<file path="src/rtl/ed25519_host_link.sv">
// Host-side link to the ed25519 core: serialises one scalar-multiplication job
// into 12 stream words, then gathers the 8 result words into xg/yg.
module ed25519_host_link #(
    parameter int DATA_W  = 64,
    parameter int COORD_W = 255,
    parameter int TIMEOUT = 1048576
) (
    input  logic               i_clk,
    input  logic               i_rst_n,
    input  logic               i_start,
    input  logic [COORD_W-1:0] i_scalar,
    input  logic [COORD_W-1:0] i_xp,
    input  logic [COORD_W-1:0] i_yp,
    output logic               o_busy,
    output logic               o_tx_valid,
    input  logic               i_tx_ready,
    output logic [DATA_W-1:0]  o_tx_data,
    input  logic               i_rx_valid,
    output logic               o_rx_ready,
    input  logic [DATA_W-1:0]  i_rx_data,
    output logic [COORD_W-1:0] o_xg,
    output logic [COORD_W-1:0] o_yg,
    output logic               o_done,
    output logic               o_timeout
);

    typedef enum logic [2:0] {IDLE, SEND, RECV, DONE, ABORT} state_t;

    localparam logic [31:0] TO_LAST = 32'(TIMEOUT - 1);

    state_t             state_q, state_d;
    logic [COORD_W-1:0] m_q, m_d, xp_q, xp_d, yp_q, yp_d;
    logic [COORD_W-1:0] xsh_q, xsh_d, ysh_q, ysh_d;
    logic [COORD_W-1:0] xg_q, xg_d, yg_q, yg_d;
    logic [1:0]         which_q, which_d, idx_q, idx_d;
    logic [2:0]         rx_cnt_q, rx_cnt_d;
    logic [31:0]        to_cnt_q, to_cnt_d;
    logic [DATA_W-1:0]  tx_data_q, tx_data_d;
    logic               tx_valid_q, tx_valid_d, rx_ready_q, rx_ready_d;
    logic               busy_q, busy_d, done_q, done_d, timeout_q, timeout_d;
    logic               tx_hs, rx_hs;
    logic [COORD_W-1:0] next_op;

    // MSB-first split; the top word carries only bits 254..192, so its bit 63 is 0
    function automatic logic [DATA_W-1:0] word_of(input logic [COORD_W-1:0] v,
                                                  input logic [1:0] i);
        logic [DATA_W-1:0] w;
        case (i)
            2'd0:    w = {1'b0, v[COORD_W-1:3*DATA_W]};
            2'd1:    w = v[3*DATA_W-1:2*DATA_W];
            2'd2:    w = v[2*DATA_W-1:DATA_W];
            default: w = v[DATA_W-1:0];
        endcase
        return w;
    endfunction

    assign tx_hs = tx_valid_q & i_tx_ready;
    assign rx_hs = rx_ready_q & i_rx_valid;

    always_comb begin
        state_d    = state_q;
        m_d        = m_q;
        xp_d       = xp_q;
        yp_d       = yp_q;
        xsh_d      = xsh_q;
        ysh_d      = ysh_q;
        xg_d       = xg_q;
        yg_d       = yg_q;
        which_d    = which_q;
        idx_d      = idx_q;
        rx_cnt_d   = rx_cnt_q;
        to_cnt_d   = to_cnt_q;
        tx_data_d  = tx_data_q;
        tx_valid_d = tx_valid_q;
        rx_ready_d = rx_ready_q;
        busy_d     = busy_q;
        done_d     = 1'b0;
        timeout_d  = 1'b0;
        next_op    = m_q;

        case (state_q)
            IDLE: begin
                if (i_start) begin
                    m_d        = i_scalar;
                    xp_d       = i_xp;
                    yp_d       = i_yp;
                    which_d    = 2'd0;
                    idx_d      = 2'd0;
                    tx_data_d  = word_of(i_scalar, 2'd0);
                    tx_valid_d = 1'b1;
                    busy_d     = 1'b1;
                    state_d    = SEND;
                end
            end
            SEND: begin
                if (tx_hs) begin
                    if (which_q == 2'd2 && idx_q == 2'd3) begin
                        which_d    = 2'd0;
                        idx_d      = 2'd0;
                        tx_valid_d = 1'b0;
                        rx_ready_d = 1'b1;
                        rx_cnt_d   = 3'd0;
                        to_cnt_d   = 32'd0;
                        state_d    = RECV;
                    end else begin
                        if (idx_q == 2'd3) begin
                            idx_d   = 2'd0;
                            which_d = which_q + 2'd1;
                        end else begin
                            idx_d = idx_q + 2'd1;
                        end
                        case (which_d)
                            2'd0:    next_op = m_q;
                            2'd1:    next_op = xp_q;
                            default: next_op = yp_q;
                        endcase
                        tx_data_d = word_of(next_op, idx_d);
                    end
                end
            end
            RECV: begin
                if (rx_hs) begin
                    // Four 64-bit shifts into 255 bits drop bit 63 of w0 for free
                    if (!rx_cnt_q[2]) begin
                        xsh_d = {xsh_q[COORD_W-DATA_W-1:0], i_rx_data};
                    end else begin
                        ysh_d = {ysh_q[COORD_W-DATA_W-1:0], i_rx_data};
                    end
                    rx_cnt_d = rx_cnt_q + 3'd1;
                    to_cnt_d = 32'd0;
                    if (rx_cnt_q == 3'd7) begin
                        xg_d       = xsh_q;
                        yg_d       = {ysh_q[COORD_W-DATA_W-1:0], i_rx_data};
                        done_d     = 1'b1;
                        busy_d     = 1'b0;
                        rx_ready_d = 1'b0;
                        state_d    = DONE;
                    end
                end else if (TIMEOUT != 0) begin
                    if (to_cnt_q == TO_LAST) begin
                        timeout_d  = 1'b1;
                        busy_d     = 1'b0;
                        rx_ready_d = 1'b0;
                        state_d    = ABORT;
                    end else begin
                        to_cnt_d = to_cnt_q + 32'd1;
                    end
                end
            end
            DONE:    state_d = IDLE;
            ABORT:   state_d = IDLE;
            default: state_d = IDLE;
        endcase
    end

    always_ff @(posedge i_clk or negedge i_rst_n) begin
        if (!i_rst_n) begin
            state_q    <= IDLE;
            m_q        <= '0;
            xp_q       <= '0;
            yp_q       <= '0;
            xsh_q      <= '0;
            ysh_q      <= '0;
            xg_q       <= '0;
            yg_q       <= '0;
            which_q    <= '0;
            idx_q      <= '0;
            rx_cnt_q   <= '0;
            to_cnt_q   <= '0;
            tx_data_q  <= '0;
            tx_valid_q <= 1'b0;
            rx_ready_q <= 1'b0;
            busy_q     <= 1'b0;
            done_q     <= 1'b0;
            timeout_q  <= 1'b0;
        end else begin
            state_q    <= state_d;
            m_q        <= m_d;
            xp_q       <= xp_d;
            yp_q       <= yp_d;
            xsh_q      <= xsh_d;
            ysh_q      <= ysh_d;
            xg_q       <= xg_d;
            yg_q       <= yg_d;
            which_q    <= which_d;
            idx_q      <= idx_d;
            rx_cnt_q   <= rx_cnt_d;
            to_cnt_q   <= to_cnt_d;
            tx_data_q  <= tx_data_d;
            tx_valid_q <= tx_valid_d;
            rx_ready_q <= rx_ready_d;
            busy_q     <= busy_d;
            done_q     <= done_d;
            timeout_q  <= timeout_d;
        end
    end

    assign o_busy     = busy_q;
    assign o_tx_valid = tx_valid_q;
    assign o_tx_data  = tx_data_q;
    assign o_rx_ready = rx_ready_q;
    assign o_xg       = xg_q;
    assign o_yg       = yg_q;
    assign o_done     = done_q;
    assign o_timeout  = timeout_q;

endmodule
</file>
<file path="config.mk">
export PLATFORM = sky130hd
export DESIGN_NAME = ed25519_host_link
export DESIGN_NICKNAME = d
export VERILOG_FILES = /design/src/rtl/ed25519_host_link.sv
export SDC_FILE = /design/constraint.sdc
export NUM_CORES = 2
export LEC_CHECK = 0
export BUFFER_PORTS_ARGS = -buffer_cell sky130_fd_sc_hd__buf_4
export CAP_MARGIN = 40
export CORE_AREA = 5 5 540 542
export DETAILED_ROUTE_END_ITERATION = 16
export DIE_AREA = 0 0 545 547
export PLACE_DENSITY = 0.51
export RECOVER_POWER = 25
export SLEW_MARGIN = 10
export SYNTH_ARGS = -nofsm -noshare
export SYNTH_HDL_FRONTEND = slang
export SYNTH_SLANG_ARGS = --single-unit
</file>
<file path="constraint.sdc">
create_clock -name i_clk -period 2.3 [get_ports i_clk]
set_input_delay 0.46 -clock i_clk [delete_from_list [all_inputs] [get_ports i_clk]]
set_output_delay 0.46 -clock i_clk [all_outputs]
set_load 0.02 [all_outputs]
</file>
## Word level (Yosys, flattened, before mapping)

Cells that the tools add are included.

- Equal/unequal tests: 17
- Bitwise logic cells: 3
- Add/sub/neg operators: 4
- Reduce and logical (&&, ||, !) cells: 19
- Multiplexer cells: 54

Operators by type and width:

| kind | number |
|---|---|
| $pmux 255 s2 | 1 |
| $mux 64 | 3 |
| $pmux 64 s3 | 1 |
| $mux 32 | 4 |
| $pmux 64 s2 | 1 |
| $pmux 32 s2 | 1 |
| $add 32x1->32 const B | 1 |
| $eq 32x20->1 const B | 1 |
| $mux 3 | 9 |
| $mux 2 | 13 |
| $reduce_and 4->1 | 5 |
| $mux 1 | 14 |
| $reduce_and 3->1 | 4 |
| $ne 2x2->1 const B | 5 |
| $reduce_and 5->1 | 2 |
| $ne 3x3->1 const B | 3 |
| $pmux 3 s3 | 1 |
| $pmux 2 s2 | 2 |
| $eq 2x2->1 const B | 3 |
| $pmux 1 s2 | 3 |
| $pmux 3 s2 | 1 |
| $reduce_bool 2->1 | 3 |
| $add 2x1->2 const B | 2 |
| $eq 2x1->1 const B | 2 |
| 10 further kinds | 12 |

- Register bits after elaboration: 1832
- Output and inout port bits: 579
- Bits of input ports: 834

## Longest topological paths before layout

- Depth in word-level cells: 11
- Mapped depth: 11

## Worst setup path before layout

OpenSTA, ideal clock, no wires.

- Path kind: reg-to-reg
- Start point: register idx_q[0]
- End point: register tx_data_q[22], in the netlist o_tx_data[22]
- Data required time: 2.174 ns
- Arrival time: 2.357 ns
- Cell stages (with the launch flop): 10
- Clock period less this slack: 2.484 ns
- Path slack: -0.184 ns
- Cell sequence: dfrtp_1 -> ha_1 -> buf_2 -> and2_0 -> and4b_1 -> o21ai_1 -> clkbuf_1 -> clkbuf_1 -> a211oi_1 -> o32a_1

- Word-level cells in the longest chain between the ends: 11
- Elaborated cells on any way between the ends: 23
- Those cells by class: 1 x add/sub; 5 x eq/ne; 13 x mux; 4 x reduce/logical

Ends and longest elaborated chain:

| element | RTL line | RTL |
|---|---|---|
| from (decl) | 35 | `logic [1:0] which_q, which_d, idx_q, idx_d;` |
| from (signal assigned) | 186 | `idx_q <= idx_d;` |
| $eq 2x2->1 | 97, 106 |  |
| $mux 2 | 106 | `if (idx_q == 2'd3) begin` |
| $mux 2 | 97 | `if (which_q == 2'd2 && idx_q == 2'd3) begin` |
| $mux 2 | 96 | `if (tx_hs) begin` |
| $mux 2 | 81 | `case (state_q)` |
| $eq 2x1->1 or $logic_not 2->1 (tied branches) | 112 | `case (which_d)` |
| $pmux 255 s2 | 112 |  |
| $pmux 64 s3 | 48 | `case (i)` |
| $mux 64 | 97 |  |
| $mux 64 | 96 |  |
| $pmux 64 s2 | 81 |  |
| to (signal assigned) | 189 | `tx_data_q <= tx_data_d;` |
| to (decl) | 38 | `logic [DATA_W-1:0] tx_data_q, tx_data_d;` |

Several ways; a longest one is shown, not always the timed one. The select of a mux whose other input is x is not followed.
A chain may end at the register's enable or synchronous reset.

## Final worst setup path

- Start point: register to_cnt_q[30]
- End point: register busy_q, in the netlist o_busy

- Word-level cells in the longest chain between the ends: 3

Ends and longest elaborated chain:

| element | RTL line | RTL |
|---|---|---|
| from (decl) | 37 | `logic [31:0] to_cnt_q, to_cnt_d;` |
| from (signal assigned) | 188 | `to_cnt_q <= to_cnt_d;` |
| $eq 32x20->1 | 140 | `if (to_cnt_q == TO_LAST) begin` |
| $ne 3x3->1 (no source line) | n/a |  |
| $reduce_and 4->1 (no source line) | n/a |  |
| to (signal assigned) | 192 | `busy_q <= busy_d;` |
| to (decl) | 40 | `logic busy_q, busy_d, done_q, done_d, timeout_q, timeout_d;` |

No other way between the ends.

==> run_results.csv <==
group,metric,value,unit
run_status,status,"finished clean",
critical_path,path_class,"reg2reg",
drt,ant_nets,0,
drt,via_per_inst,4.72,
floorplan,dieWidth,545,microns
grt,grt_remaining_overflow,0,
timing,hold_viol,0,
pwr,p_per_area,1050,nW/um^2
floorplan,ios,1413,
drt,drc_errors,0,
timing,hold_ws,66.7,ps
floorplan,start_util,26.2,%
logic_synthesis,synth_seq_cells,1832,
timing,period_minus_slack,2290,ps
logic_synthesis,synth-async-reset-ratio,100,%
logic_synthesis,synth_cell_types,56,
logic_synthesis,synth_edf_count,0,
pwr,p_int,75.7,mW
placed_design,pre_cts_slack,-228,ps
cts,htreeDepth,4,
grt,grt_pass1_wl,518000,microns
pwr,seq_power_share,38.1,%
timing,rsz0062_at_grt,"true",
logic_synthesis,synth_nets,8829,
placed_design,dp_hpwl,272000,microns
drt,initialDrtViolationCount,5697,
pwr,clkPwrFrac,29.8,%
timing,tns,0,ps
timing,max_slew.worst_pin.slew,1440,ps
pwr,power_frac_comb,32.1,%
pwr,p_sw,40.4,mW
logic_synthesis,ys.warnings.count,0,
drt,routed_wl,372000,microns
pwr,swShare,34.8,%
drt,drt_first_pass_iters,6,
finish,synthToLayoutAreaGrowth,46.6,%
grt,grt_max_degree,116,
logic_synthesis,postSynthCellCount,7986,
drt,post_drt_wl_per_cell,25.9,microns
logic_synthesis,synth_ff_type,"dfrtp_1",
finish,multi_input_area,28200,sq um
timing,slew_headroom,4.12,%
run,cap_violations,0,
worst_hold_path,worstHoldPathType,"in2reg",
finish,fillers,28310,
cts,clkSinkCount,1832,
pwr,total_leakage_power,57.0,nW
critical_path,reg2reg_depth,6,
cts,cts_made_buffers,209,
critical_path,crit_fanout,4,
placed_design,portBuffers,1412,
finish,fin_util,38.5,%
critical_path,cp_data_arrival_time,3000,ps
logic_synthesis,seq_area_frac_synth,61.0,%
critical_path,worstSetupEndpointType,"register",
timing,fmax,0.437,GHz
grt,antenna_found_initial,51,
timing,layout_setup_ws,12.0,ps
timing,finalSetupViolCount,0,
grt,grt_pass1_vias,70281,
timing,finalCritPeriodShare,99.5,%
floorplan,rows,197,
cts,cts-root-buf,"clkbuf_16",
cts,clkLatencyLatePin,840,ps
timing,final.setup_skew,73.3,ps
logic_synthesis,syn_area,75200,sq um
finish,drive_gt1_share,26.2,%
finish,seq_area,45800,sq um
critical_path,startpoint_type,"register",
cts,clk_pin_slew,60,ps
cts,cts_max_path_buffers,4,
grt,track_usage,23.8,%
worst_hold_path,hold_path_depth,3,
cts,cts_tree,"done",
drt,num_vias,67755,
placed_design,finalWeightedCongestion,0.951,
floorplan,die-area,298000,sq um
timing,maxSlewViolCount,0,
finish,fin_nets,11226,
floorplan,die_h,547,microns
pwr,ir_drop,0.763,mV
critical_path,crit_required,3020,ps
floorplan,coreArea,286000,sq um
logic_synthesis,syn_avg_cell_area,9.41,sq um
==> cell type report <==
cell class                      count  share of cell area, %
Clock buffer                      302                   5.60
Multi-Input combinational cell   5629                   25.6
Inverter                           31                  0.115
Clock inverter                     78                  0.804
Timing Repair Buffer             2680                   21.9
Antenna cell                       30                 0.0681
Tap cell                         3781                   4.29
Sequential cell                  1832                   41.6
==> flip-flops by register name (all words and copies together) (netlist names), 3 cells and up <==
register / flops
m_q: 255
o_tx_data: 64
o_xg: 255
o_yg: 255
rx_cnt_q: 3
state_q: 3
to_cnt_q: 32
xp_q: 255
xsh_q: 255
yp_q: 255
ysh_q: 191
==> what timing repair did <==
| item | 4_1_cts | 5_1_grt |
|---|---|---|
| endpoints found under the hold margin | 1586 | 0 |
| buffers inserted | 13 | 41 |
| hold buffers | 824 | 0 |
| setup endpoints to repair | 268 | 159 |
| cloned | 3 | 24 |
| pin swaps | 0 | 21 |
| gates resized for setup | 32 | 165 |
==> cell usage after synthesis (36+ instances only) <==
master    number  area (sq um)
clkbuf_1     470          1760
and2_1        45           282
dfrtp_1     1832         45800
o22ai_1       87           544
a31oi_1       83           519
and3_1       109           682
o32a_1        44           440
nand2_1     4196         15800
a211oi_1      43           323
mux2_2       466          5250
o21ai_0      244          1220
nor2_1        38           143
nand3_1       36           180
mux2i_1       69           691
==> logic make-up (layout without fill, tap and decap cells) <==
logic type / count (synthesis) / count (layout) / synth area share, %
other: 0 / 30 / 0
and+or+nand+nor: 4488 / 4488 / 23.3
xor gates and xnor gates: 4 / 4 / 0.0466
buffers and inverters: 525 / 3091 / 2.64
adders and majority gates: 9 / 9 / 0.150
AOI/OAI and AO/OA: 593 / 593 / 5.00
DFF: 1832 / 1832 / 61.0
muxes: 535 / 535 / 7.90
==> placed cells by master, fill, tap and decap left out, types with 32 or more instances in the layout <==
master         count
nand2_1         4192
dfrtp_1         1831
buf_4           1650
dlygate4sd3_1    824
mux2_2           461
clkbuf_16        232
o21ai_0          229
and3_1           102
buf_12           101
a31oi_1           81
o22ai_1           80
clkbuf_1          54
clkbuf_8          53
clkinv_2          46
and2_1            45
o32a_1            44
mux2i_1           44
nor2_1            35
nand3_1           32
==> worst paths after layout <==
path                              end    startpoint  slack, ps
max                            o_busy  to_cnt_q[30]         10
min                         yp_q[124]     i_yp[124]         70
max reg2reg                    o_busy  to_cnt_q[30]         10
min reg2reg                 o_yg[228]    ysh_q[164]        400
max in group asynchronous  xsh_q[222]       i_rst_n        130
min in group asynchronous    m_q[146]       i_rst_n        110
==> power groups by stage <==
stage / combinational, mW / clock, mW / sequential [mW]
finish: 37.3 / 34.6 / 44.3
global route: 40.2 / 36.6 / 44.8
CTS: 33.3 / 35.4 / 44.0
detailed placement: 31.0 / 0 / 44.5
global placement: 30.7 / 0 / 44.5
floorplan: 15.7 / 0 / 43.0
==> per-stage QoR <==
step / power (mW) / cell area, sq um / std cells
floorplan: 58.7 / 75200 / 7986
global placement: 75.2 / 93000 / 13049
detailed placement: 75.5 / 93100 / 13050
CTS: 113 / 109000 / 14270
global route: 122 / 110000 / 14354
finish: 116 / 110000 / 14363
==> layer usage <==
layer / GRT usage, % / wire length (microns)
met5: 0 / 147
met4: 12.6 / 22800
met3: 5.91 / 28500
met2: 38.9 / 175000
met1: 28.9 / 145000
==> critical path, cell delays in order, from the launching register on <==
cell and delay [ps]:
dfrtp_1 420, or4_4 510, or4_4 600, o21ai_4 220
buf_4 150, o211ai_1 140, o21a_1 140
(Power assumes the default switching activity.)
